$ cat src/rtl/handshake_monitor_array.sv
// handshake_monitor_array: per-channel ready/valid protocol monitor with sticky errors,
// saturating transfer/stall counters and first-error capture.
module handshake_monitor_array #(
  parameter int NUM_CH  = 3,
  parameter int DATA_W  = 4,
  parameter int TIMEOUT = 16,
  parameter int CNT_W   = 16
) (
  input  logic                                          CLK,
  input  logic                                          ASYNCRESET,
  input  logic                                          enable,
  input  logic                                          clear,
  input  logic [NUM_CH-1:0]                             ch_valid,
  input  logic [NUM_CH-1:0]                             ch_ready,
  input  logic [NUM_CH*DATA_W-1:0]                      ch_data,
  output logic [NUM_CH-1:0]                             err_valid_drop,
  output logic [NUM_CH-1:0]                             err_data_change,
  output logic [NUM_CH-1:0]                             err_timeout,
  output logic [NUM_CH*CNT_W-1:0]                       xfer_count,
  output logic [CNT_W-1:0]                              stall_count,
  output logic                                          any_err,
  output logic [(NUM_CH > 1 ? $clog2(NUM_CH) : 1)-1:0]  first_err_ch,
  output logic [1:0]                                    first_err_code
);
  localparam int FCW = NUM_CH > 1 ? $clog2(NUM_CH) : 1;
  localparam int WW  = $clog2(TIMEOUT + 1);
  typedef enum logic {IDLE, PEND} state_t;
  state_t            r_st   [NUM_CH];
  logic [WW-1:0]     r_wait [NUM_CH];
  logic [DATA_W-1:0] r_cap  [NUM_CH];
  logic [CNT_W-1:0]  r_xfer [NUM_CH];
  logic [NUM_CH-1:0] r_vd, r_dc, r_to, w_vd, w_dc, w_to, w_fire, w_stall;
  logic [FCW-1:0]    w_fch;
  logic [1:0]        w_fcode;
  for (genvar i = 0; i < NUM_CH; i++) begin : g_ch
    logic [DATA_W-1:0] w_d;
    assign w_d        = ch_data[i*DATA_W +: DATA_W];
    assign w_fire[i]  = ch_valid[i] & ch_ready[i];
    assign w_stall[i] = ch_valid[i] & ~ch_ready[i];
    assign w_vd[i]    = (r_st[i] == PEND) & ~ch_valid[i];
    assign w_dc[i]    = (r_st[i] == PEND) & ch_valid[i] & (w_d != r_cap[i]);
    assign w_to[i]    = (r_st[i] == PEND) & w_stall[i] & (r_wait[i] == WW'(TIMEOUT - 1));
    assign xfer_count[i*CNT_W +: CNT_W] = r_xfer[i];
    always_ff @(posedge CLK or posedge ASYNCRESET)
      if (ASYNCRESET) begin
        r_st[i] <= IDLE;
        r_wait[i] <= '0;
        r_cap[i] <= '0;
        r_xfer[i] <= '0;
        {r_vd[i], r_dc[i], r_to[i]} <= '0;
      end else if (clear) begin
        r_st[i] <= IDLE;
        r_wait[i] <= '0;
        r_cap[i] <= '0;
        r_xfer[i] <= '0;
        {r_vd[i], r_dc[i], r_to[i]} <= '0;
      end else if (!enable) begin
        r_st[i] <= IDLE;
        r_wait[i] <= '0;
      end else begin
        r_vd[i] <= r_vd[i] | w_vd[i];
        r_dc[i] <= r_dc[i] | w_dc[i];
        r_to[i] <= r_to[i] | w_to[i];
        if (w_fire[i] && r_xfer[i] != '1) r_xfer[i] <= r_xfer[i] + 1'b1;
        if (r_st[i] == IDLE && w_stall[i]) begin
          r_st[i] <= PEND;
          r_cap[i] <= w_d;
          r_wait[i] <= WW'(1);
        end else if (r_st[i] == PEND) begin
          if (!w_stall[i]) begin
            r_st[i] <= IDLE;
            r_wait[i] <= '0;
          end else if (r_wait[i] != WW'(TIMEOUT)) r_wait[i] <= r_wait[i] + 1'b1;
        end
      end
  end
  // Scan high to low so the lowest channel index wins; within a channel the lowest code wins.
  always_comb begin
    w_fch = '0;
    w_fcode = '0;
    for (int k = NUM_CH - 1; k >= 0; k--)
      if (w_vd[k] | w_dc[k] | w_to[k]) begin
        w_fch = FCW'(k);
        w_fcode = w_vd[k] ? 2'd1 : w_dc[k] ? 2'd2 : 2'd3;
      end
  end
  always_ff @(posedge CLK or posedge ASYNCRESET)
    if (ASYNCRESET) begin
      stall_count <= '0;
      any_err <= 1'b0;
      first_err_ch <= '0;
      first_err_code <= '0;
    end else if (clear) begin
      stall_count <= '0;
      any_err <= 1'b0;
      first_err_ch <= '0;
      first_err_code <= '0;
    end else if (enable) begin
      if (|w_stall && stall_count != '1) stall_count <= stall_count + 1'b1;
      any_err <= |{r_vd, r_dc, r_to, w_vd, w_dc, w_to};
      if (!any_err && |{w_vd, w_dc, w_to}) begin
        first_err_ch <= w_fch;
        first_err_code <= w_fcode;
      end
    end
  assign err_valid_drop  = r_vd;
  assign err_data_change = r_dc;
  assign err_timeout     = r_to;
endmodule

$ cat config.mk
export PLATFORM = sky130hd
export DESIGN_NAME = handshake_monitor_array
export DESIGN_NICKNAME = d
export VERILOG_FILES = /design/src/rtl/handshake_monitor_array.sv
export SDC_FILE = /design/constraint.sdc
export NUM_CORES = 1
export LEC_CHECK = 0
export ABC_AREA = 1
export CAP_MARGIN = 5
export CORE_ASPECT_RATIO = 1.25
export CORE_UTILIZATION = 40
export CTS_BUF_LIST = sky130_fd_sc_hd__clkbuf_8
export CTS_CLUSTER_SIZE = 30
export DETAILED_ROUTE_END_ITERATION = 8
export PLACE_DENSITY = 0.71
export SLEW_MARGIN = 10
export SYNTH_ARGS = -nofsm -noshare
export SYNTH_HDL_FRONTEND = slang
export SYNTH_SLANG_ARGS = --single-unit
$ cat constraint.sdc
create_clock -name CLK -period 4 [get_ports CLK]
set_input_delay 0.8 -clock CLK [delete_from_list [all_inputs] [get_ports CLK]]
set_output_delay 0.8 -clock CLK [all_outputs]
set_load 0.05 [all_outputs]
==> qor.yml <==
logic_synthesis:
  syn-num-nets: 863
  synth_area_leaders: "dfrtp_1 42%, nand2_1 9.4%, nand3_1 7.1%"
  yosys.cell_types.count: 47
  yosysMostFrequentCell: "nand2_1"
  ys_async_sr_fraction_pct: 100
  syn_inst: 828
  ys_ff_latch: 108
  syn_avg_cell_area_um2: 7.71
  ys_seq_area_share_pct: 42.3
  synth_top_cell_by_area: "dfrtp_1"
  yosys.area.top_type_share_pct: 42.3
  synth_edf_count: 0
  ys.warnings.count: 0
  yosys-top-cells-count: "159 x nand2_1, 113 x inv_1, 108 x dfrtp_1"
  ys.flop_type: "dfrtp_1"
  syn_area_um2: 6380
worst_setup_path:
  worstPathRequired_ns: 3.20
  path_delay_family: "buffers and inverters"
  critPathKind: "flip-flop to primary output"
  crit_buf_inv: 1
  cp_slowest_cell: "clkdlybuf4s50_1"
  start_kind: "flip-flop"
  r2r_cells: 9
  slowest_delay_ns: 0.88
  worst-path-stages: 1
  cp_max_fo: 6
  arrival_ns: 1.73
  path_cells: "clkdlybuf4s50_1"
  endpoint_kind: "primary output"
timing:
  fmax_mhz: 395
  min_period_ns: 2.53
  final-hold-violation-count: 0
  finClkSkew_ns: 0.00661
  worstMarginPinSlew_ns: 0.772
  final.setup.tns_ns: 0
  slew_violations: 0
  period_share_pct: 63.3
  timing.hold.ws_ns: 0.522
  maxSlewHeadroom_pct: 48.5
  grt_setup_unrepaired: "false"
  setup_viol: 0
place:
  place_congestion: 0.912
  io_buffers: 99
  post-dp-hpwl_um: 11800
  dpl.cell_count: 1125
  dpl_cell_area_um2: 7570
routing:
  drc: 0
  drt_iter0_drc: 316
  routed_via_density: 5.13
  dr_total_vias: 5855
  post_drt_wl_per_cell_um: 13.8
  wirelength_um: 15700
  antenna_left: 0
  first_pass_iters: 5
grt:
  grt_max_degree: 57
  grt_pass1_wl_um: 26000
  overflow: 0
  grt_pass1_vias: 5495
  grt_usage_pct: 19.8
  antenna_found_initial: 0
clock_tree:
  cts_root_buffer: "clkbuf_8"
  cts_resized: 0
  clock_sinks: 108
  clockBufferDepth: 2
  cts_hold_buf: 0
  clk_latency_ns: 0.37
  post_cts_buffers: 0
  cts_tree: "done"
  cts_buffers: 9
  cts_max_level: 3
  clk_pin_slew_ns: 0.09
min_path:
  hold_depth: 2
  hp-class: "flip-flop to flip-flop"
cells_and_area:
  multi_input_area_um2: 3100
  drive_above_1_share_pct: 7.32
  fillers: 1521
  fin_cells: 1141
  fin_area_um2: 7750
  finalNetCount: 959
  seq_area_um2: 2700
  num_antenna_cells: 0
  area_growth_pct: 21.4
die:
  die-area_um2: 16500
  rows: 51
  start_util_pct: 41.0
  die_w_um: 115
  die_h_um: 143
  ios: 100
  core_area_um2: 15600
power_and_ir_drop:
  pwr_density_cell_nw_per_um2: 252
  leakagePower_nw: 3.31
  ir_drop_uv: 150
run:
  cap_violations: 0
run_status:
  status: "finished, final reports clean"
## final cells by class
class | instances | area share (%)
Clock inverter | 5 | 0.371
Tap cell | 212 | 3.42
Clock buffer | 11 | 1.95
Inverter | 125 | 6.09
Multi-Input combinational cell | 577 | 40.0
Timing Repair Buffer | 103 | 13.3
Sequential cell | 108 | 34.9
## metal layers
layer,vias up,wire [um],global-route usage (%)
met5,-,0,0
met4,0,270,5.95
met3,25,642,3.14
met2,152,7910,34.4
met1,2759,6870,25.2
li1,2919,-,-
## metrics by stage
step                setup WS, ns  util (%)  total power [mW]
global route                1.35      49.8              2.04
global placement            1.22      48.6              1.35
finish                      1.47      49.8              1.95
floorplan                  0.354         -              1.28
CTS                         1.46      49.8              1.98
detailed placement          1.14      48.6              1.35
## final timing paths
check	from	to	slack, ns
max in group asynchronous	ASYNCRESET	r_cap[11]	2.38
setup reg to reg	xfer_count[16]	xfer_count[27]	1.80
hold reg to reg	first_err_ch[1]	first_err_ch[1]	0.52
min in group asynchronous	ASYNCRESET	xfer_count[40]	0.88
hold / removal	first_err_ch[1]	first_err_ch[1]	0.52
setup / recovery	stall_count[10]	stall_count[10]	1.47
## placed cells by master (no fill, tap or decap), types with 6 or more instances in the layout
cell,Yosys,routed
a21oi_1,23,23
clkbuf_8,0,11
clkdlybuf4s50_1,0,98
dfrtp_1,108,108
ha_1,13,13
inv_1,113,113
inv_2,11,12
nand2_1,159,159
nand3_1,90,90
nand4_1,21,21
nor2_1,66,66
nor2_2,6,6
nor3_1,34,34
nor3_2,8,8
o21ai_0,35,35
o21ai_1,24,24
o22ai_1,7,7
o31ai_1,12,12
xnor2_1,6,6
xor2_1,29,29
## where the power goes
| group | switching [mW] | internal (mW) | leakage, nW |
|---|---|---|---|
| clock network | 0.363 | 0.257 | 0.0979 |
| logic | 0.150 | 0.0632 | 1.71 |
| registers | 0.0128 | 1.10 | 1.50 |
## cells by family (layout without fill, tap and decap cells)
family,after synthesis,after routing,synth area share [%]
buffers and inverters,143,244,9.06
xor gates and xnor gates,35,35,4.80
AOI/OAI and AO/OA,116,116,10.5
DFF,108,108,42.3
and+or+nand+nor,413,413,30.8
adders and majority gates,13,13,2.55
## sequential cells by signal, summed over array words and instances (netlist names)
register,cells
err_data_change,3
err_valid_drop,3
first_err_code,2
r_st,3
err_timeout,3
r_cap,12
r_wait,15
any_err,1
first_err_ch,2
xfer_count,48
stall_count,16
Power figures use the tool's default switching activity.
